$ cat src/rtl/dmem_responder.sv
// Data-port responder: word SRAM behind a fixed-latency IDLE/WAIT/RESP handshake.
// Optional MMIO transaction counters are compiled in with `define DMEM_PERF_CNT_EN.
module dmem_responder #(
    parameter int          DEPTH_WORDS = 256,
    parameter int          LATENCY     = 2,
    parameter logic [15:0] MMIO_BASE   = 16'hFF00
) (
    input  logic        clk,
    input  logic        reset,
    input  logic        read_b,
    input  logic        write_b,
    input  logic [1:0]  wmask_b,
    input  logic [15:0] address_b,
    input  logic [15:0] wdata_b,
    output logic        resp_b,
    output logic [15:0] rdata_b,
    output logic        err
);
    localparam int AW = (DEPTH_WORDS > 2) ? $clog2(DEPTH_WORDS) : 1;
    localparam int CW = (LATENCY > 2) ? $clog2(LATENCY) : 1;

    typedef enum logic [1:0] {IDLE, WAIT, RESP} state_t;

    state_t        state_q, state_d;
    logic [CW-1:0] lat_q, lat_d;
    logic [15:0]   addr_q, addr_d, wdata_q, wdata_d, rdata_q, rdata_d;
    logic [1:0]    mask_q, mask_d;
    logic          rd_q, rd_d, wr_q, wr_d, resp_q, resp_d, err_q, err_d;
    logic          exec, mem_we, sram_hit, mmio_hit;
    logic [15:0]   mem [DEPTH_WORDS];

    // With LATENCY=1 the operation executes on the accepting edge, so it must
    // see the live request instead of the not-yet-latched copy.
    logic          from_idle;
    logic [15:0]   op_addr, op_wdata;
    logic [1:0]    op_mask;
    logic          op_rd, op_wr;
    logic [AW-1:0] word_idx;

    assign from_idle = (state_q == IDLE);
    assign op_addr   = from_idle ? address_b : addr_q;
    assign op_wdata  = from_idle ? wdata_b   : wdata_q;
    assign op_mask   = from_idle ? wmask_b   : mask_q;
    assign op_rd     = from_idle ? read_b    : rd_q;
    assign op_wr     = from_idle ? write_b   : wr_q;
    assign word_idx  = op_addr[AW:1];
    assign sram_hit  = ({1'b0, op_addr} < 17'(2 * DEPTH_WORDS));

`ifdef DMEM_PERF_CNT_EN
    localparam logic [15:0] WR_CNT_ADDR = MMIO_BASE + 16'd2;
    logic [15:0] rd_cnt_q, rd_cnt_d, wr_cnt_q, wr_cnt_d;
    logic        sel_rd_cnt, sel_wr_cnt;
    assign sel_rd_cnt = !sram_hit && (op_addr[15:1] == MMIO_BASE[15:1]);
    assign sel_wr_cnt = !sram_hit && (op_addr[15:1] == WR_CNT_ADDR[15:1]);
    assign mmio_hit   = sel_rd_cnt || sel_wr_cnt;
`else
    assign mmio_hit   = 1'b0;
`endif

    always_comb begin
        state_d = state_q;
        lat_d   = lat_q;
        addr_d  = addr_q;
        wdata_d = wdata_q;
        mask_d  = mask_q;
        rd_d    = rd_q;
        wr_d    = wr_q;
        exec    = 1'b0;
        case (state_q)
            IDLE: if (read_b || write_b) begin
                addr_d  = address_b;
                wdata_d = wdata_b;
                mask_d  = wmask_b;
                rd_d    = read_b;
                wr_d    = write_b;
                if (LATENCY == 1) begin
                    state_d = RESP;
                    exec    = 1'b1;
                end else begin
                    state_d = WAIT;
                    lat_d   = CW'(LATENCY - 1);
                end
            end
            WAIT: begin
                lat_d = lat_q - CW'(1);
                if (lat_q == CW'(1)) begin
                    state_d = RESP;
                    exec    = 1'b1;
                end
            end
            default: state_d = IDLE;
        endcase
        resp_d = exec;
    end

    // The access is carried out on the edge entering RESP so rdata_b is
    // already registered while resp_b is high.
    always_comb begin
        rdata_d  = rdata_q;
        err_d    = err_q;
        mem_we   = 1'b0;
`ifdef DMEM_PERF_CNT_EN
        rd_cnt_d = rd_cnt_q;
        wr_cnt_d = wr_cnt_q;
`endif
        if (exec) begin
            if (!sram_hit && !mmio_hit)
                err_d = 1'b1;
            if (op_wr) begin
                if (op_rd)
                    rdata_d = 16'h0000;
                if (sram_hit) begin
                    mem_we = 1'b1;
`ifdef DMEM_PERF_CNT_EN
                    if (wr_cnt_q != 16'hFFFF) wr_cnt_d = wr_cnt_q + 16'd1;
                end else if (op_mask != 2'b00) begin
                    if (sel_rd_cnt) rd_cnt_d = 16'h0000;
                    if (sel_wr_cnt) wr_cnt_d = 16'h0000;
`endif
                end
            end else if (sram_hit) begin
                rdata_d = mem[word_idx];
`ifdef DMEM_PERF_CNT_EN
                if (rd_cnt_q != 16'hFFFF) rd_cnt_d = rd_cnt_q + 16'd1;
            end else if (sel_rd_cnt) begin
                rdata_d = rd_cnt_q;
            end else if (sel_wr_cnt) begin
                rdata_d = wr_cnt_q;
`endif
            end else begin
                rdata_d = 16'h0000;
            end
        end
    end

    always_ff @(posedge clk or posedge reset) begin
        if (reset) begin
            state_q  <= IDLE;
            lat_q    <= '0;
            addr_q   <= '0;
            wdata_q  <= '0;
            mask_q   <= '0;
            rd_q     <= 1'b0;
            wr_q     <= 1'b0;
            resp_q   <= 1'b0;
            rdata_q  <= '0;
            err_q    <= 1'b0;
`ifdef DMEM_PERF_CNT_EN
            rd_cnt_q <= '0;
            wr_cnt_q <= '0;
`endif
        end else begin
            state_q  <= state_d;
            lat_q    <= lat_d;
            addr_q   <= addr_d;
            wdata_q  <= wdata_d;
            mask_q   <= mask_d;
            rd_q     <= rd_d;
            wr_q     <= wr_d;
            resp_q   <= resp_d;
            rdata_q  <= rdata_d;
            err_q    <= err_d;
`ifdef DMEM_PERF_CNT_EN
            rd_cnt_q <= rd_cnt_d;
            wr_cnt_q <= wr_cnt_d;
`endif
        end
    end

    // SRAM contents survive reset; byte lanes written independently.
    always_ff @(posedge clk) begin
        if (mem_we) begin
            if (op_mask[0]) mem[word_idx][7:0]  <= op_wdata[7:0];
            if (op_mask[1]) mem[word_idx][15:8] <= op_wdata[15:8];
        end
    end

    assign resp_b  = resp_q;
    assign rdata_b = rdata_q;
    assign err     = err_q;
endmodule

$ cat config.mk
export PLATFORM = sky130hd
export DESIGN_NAME = dmem_responder
export DESIGN_NICKNAME = d
export VERILOG_FILES = /design/src/rtl/dmem_responder.sv
export SDC_FILE = /design/constraint.sdc
export NUM_CORES = 2
export LEC_CHECK = 0
export BUFFER_PORTS_ARGS = -buffer_cell sky130_fd_sc_hd__buf_4
export CORE_ASPECT_RATIO = 1.75
export CORE_MARGIN = 5
export CORE_UTILIZATION = 60
export CTS_BUF_LIST = sky130_fd_sc_hd__clkbuf_8
export DETAILED_ROUTE_END_ITERATION = 12
export PLACE_DENSITY = 0.77
export SETUP_SLACK_MARGIN = 0.4
export SLEW_MARGIN = 20
export SYNTH_ARGS = -nofsm -noshare
export SYNTH_HDL_FRONTEND = slang
export SYNTH_SLANG_ARGS = --single-unit
export TNS_END_PERCENT = 20
$ cat constraint.sdc
create_clock -name clk -period 17 [get_ports clk]
set_input_delay 0 -clock clk [delete_from_list [all_inputs] [get_ports clk]]
set_output_delay 0 -clock clk [all_outputs]
set_load 0.005 [all_outputs]
==> out/summary.log <==
[power_and_ir_drop] Peak VDD IR 168 µV
[route] average detailed-routed wire length per instance 31.5 µm
[global_routing] aggregate global routing overflow 0
[cells_and_area] layout overhead on the synthesized area 9.47%
[sta] final setup vio count 0
[route] DR pass1 iterations 8
[cells_and_area] final net count 9393
[clock_tree] H-Tree Level Count 6
[cells_and_area] area of all placed cells without fillers 167000 µm²
[critical_path] termination of the worst setup path rdata_b[1]
[cells_and_area] share of cells above drive strength 1 10.4%
[sta] share of the cycle needed by the critical path after routing 42.1%
[hold_path] class of the most critical hold timing path primary input to flip-flop
[die] placeable core region 253000 µm²
[die] width of the die 391 µm
[placed_design] total instance count after detailed placement 12000
[sta] slew at the pin with the worst max-slew slack 1.34 ns
[power_and_ir_drop] Pwr per Cell Area 174 nW/µm²
[clock_tree] clock buffer depth 4
[critical_path] data arrival time of the worst path 8.06 ns
[global_routing] initial antenna violation count 11
[route] final routed DRC violation total 0
[synth] Post-synth ARST share 1.35%
[global_routing] via count of the first global-routing pass 91500
[die] initial core utilization 60.3%
[placed_design] post-detailed-placement half-perimeter wirelength 237000 µm
[global_routing] largest net degree at the start of global routing 181
[sta] Period minus WS final 7.15 ns
[critical_path] largest driver fanout on the critical path 128
[critical_path] required time worst endpoint 17.91 ns
[clock_tree] Sink Count 4152
[critical_path] kind of critical path flip-flop to flip-flop
[clock_tree] clock transition at the registers of the reported paths 0.08 ns
[clock_tree] TritonCTS clock tree done
[synth] Avg Cell Area, Syn 16.7 µm²
[synth] cell area after technology mapping 152000 µm²
[synth] biggest area consumer among synthesized cells edfxtp_1
[synth] distinct cell type count after synthesis 43
[critical_path] startpoint kind of the worst setup timing path flip-flop
[power_and_ir_drop] leakage power summed over all cells 50.2 nW
[run] max capacitance violation total 0
[clock_tree] post-CTS setup-driven buffer insertion count 0
[critical_path] depth of the worst register-to-register path 13
[critical_path] type of destination of the critical path flip-flop
[global_routing] overall fraction of global-route tracks in use 30.6%
[route] ratio of routed vias to standard cells 7.01
[sta] RSZ-0062 raised after global routing false
[synth] number of flops mapped to enable cells by yosys 4096
[sta] clk_skew 0.0664 ns
[synth] Most used DFF post-synth edfxtp_1
[sta] final-report hold violation count 0
[cells_and_area] Finished Layout Cells 13100
[critical_path] launch point of the critical path state_q[0]
[placed_design] global placement routability congestion 0.912
[die] Die H 677 µm
[synth] Yosys top cell area share 80.7%
[clock_tree] TritonCTS buffer count 540
[critical_path] register-to-register path setup slack 9.85 ns
[sta] Fmax 140 MHz
[placed_design] DP Area 156000 µm²
[die] number of standard-cell rows in the floorplan 244
[synth] dominant cells by area after synthesis edfxtp_1 81%, o22ai_1 7.9%, o21ai_0 3.2%
[synth] share of synthesized area occupied by flip-flops and latches 81.6%
[critical_path] end of the worst register-to-register path rdata_b[1]
[die] num ports 56
[cells_and_area] area used by multi-input combinational logic 24900 µm²
[sta] Rel. slew slack 9.42%
[synth] net count after synthesis 9137
[sta] accumulated negative setup slack 0 ns
[route] drt first-iter violations 13800
[synth] synthesized instance count 9099
[cells_and_area] area occupied by registers 124000 µm²
[critical_path] R2R Path Start state_q[0]
[route] vias 91700
[die] die outline area 265000 µm²
[placed_design] number of buffer cells added on primary ports 54
[synth] warnings from Yosys 0
[cells_and_area] number of filler instances in the final layout 15900
[clock_tree] clock latency on the worst-skew pair 1.03 ns
[synth] most instantiated library cell after synthesis edfxtp_1
[route] antenna-violating nets left 0
[sta] Max Transition Viols Final 0
[outcome] run status finished clean
[synth] post-synthesis register bit count 4152
[route] total wire length 413000 µm
[clock_tree] Root Buffer Master clkbuf_8
[global_routing] first-pass GRT wire length 595000 µm
[synth] leading cell types by count after synthesis 4096 x edfxtp_1, 1924 x o22ai_1, 964 x o21ai_0
cell type report:
class / instances / share of cell area (%)
flip-flops and latches: 4152 / 74.6
multi-input cells: 4253 / 14.9
clock buffers: 559 / 4.61
well taps: 3321 / 2.49
repair buffers: 403 / 2.10
clock inverters: 385 / 1.29
diodes: 10 / 0.0150
inverters: 5 / 0.0120
per-layer routing:
layer	wire, µm	GRT usage, %	up-vias
met4	39700	24.2	2
met2	201000	49.9	7070
li1	-	-	38200
met1	126000	35.4	44800
met5	13	0	-
met3	46300	6.18	1638
critical path, cell delays in order, from the launching register on:
cell	delay [ns]
dfrtp_1	0.48
nor2_4	0.13
buf_4	0.65
o31a_2	0.24
buf_4	0.69
buf_4	0.76
buf_4	0.88
buf_12	0.45
o22ai_1	0.16
o21ai_0	0.37
a41oi_1	0.22
nor4_2	0.96
o22ai_1	0.24
o41ai_2	0.37
report_power, final:
| group | switching [mW] | leakage [nW] | internal, mW |
|---|---|---|---|
| Clock | 3.53 | 5.58 | 3.33 |
| Combinational | 6.97 | 6.83 | 1.88 |
| Sequential | 0.0570 | 37.8 | 13.3 |
| Total | 10.6 | 50.2 | 18.5 |
stage by stage:
step           util [%]  setup slack [ns]  power [mW]  hold WS, ns
3_3_place_gp       61.5              9.79        21.6        0.214
3_5_place_dp       61.5             10.21        21.9        0.205
4_1_cts            66.0             10.16        28.7       0.0275
5_1_grt            66.0              9.90        29.8        0.199
2_1_floorplan         -             11.30        19.0        0.105
6_report           66.0              9.85        29.0        0.118
how the worst min path moves through the flow:
stage                       start         end  slack [ns]  depth (start not counted)
global placement       wdata_b[8]  wdata_q[8]        0.21                          3
finish              address_b[13]         err        0.12                          6
CTS                 address_b[12]         err        0.03                          6
floorplan           address_b[10]  addr_q[10]        0.11                          2
detailed placement     wdata_b[3]  wdata_q[3]        0.21                          3
global route               read_b   addr_q[4]        0.20                          6
logic make-up (layout without fill, tap and decap cells):
group	Yosys count	in the layout	synth area share (%)
compound gates	3436	3436	13.9
buf+inv	694	1352	2.34
flops	4152	4152	81.6
other cells	0	10	0
simple gates	817	817	2.13
state kept, by name, summed over array words and instances, names as in the netlist, 2 cells and up:
| signal | count |
|---|---|
| wdata_q | 16 |
| state_q | 2 |
| addr_q | 15 |
| rdata_b | 16 |
| mem | 4096 |
| mask_q | 2 |
what timing repair did:
item / 4_1_cts / 5_1_grt
hold buffers: 135 / 0
endpoints found under the setup margin: 0 / 0
endpoints found under the hold margin: 485 / 0
resized for setup: 0 / 0
layout by cell type, fill, tap and decap left out, types with 6 or more instances in the layout:
| master | Yosys | routed |
|---|---|---|
| nand2_4 | 0 | 13 |
| nor4_1 | 14 | 10 |
| a21oi_1 | 64 | 64 |
| nand2_1 | 222 | 200 |
| edfxtp_1 | 4096 | 4096 |
| dlygate4sd3_1 | 0 | 135 |
| a41oi_1 | 243 | 242 |
| nand2_2 | 0 | 6 |
| o41ai_2 | 2 | 15 |
| nor2_1 | 526 | 525 |
| bufinv_16 | 0 | 17 |
| o41ai_1 | 57 | 44 |
| inv_1 | 5 | 159 |
| o22ai_1 | 1924 | 1924 |
| diode_2 | 0 | 10 |
| inv_6 | 0 | 13 |
| clkinvlp_4 | 0 | 23 |
| o21ai_4 | 0 | 6 |
| clkinv_1 | 0 | 115 |
| o21ai_1 | 21 | 13 |
| nand2b_1 | 9 | 9 |
| nand4_1 | 8 | 8 |
| buf_4 | 44 | 252 |
| nand3_1 | 10 | 10 |
| dfrtp_1 | 56 | 56 |
| o21ai_0 | 964 | 963 |
| a22oi_1 | 128 | 128 |
| buf_12 | 0 | 12 |
| clkinv_2 | 0 | 59 |
| clkbuf_8 | 0 | 559 |
(Power assumes the default switching activity.)
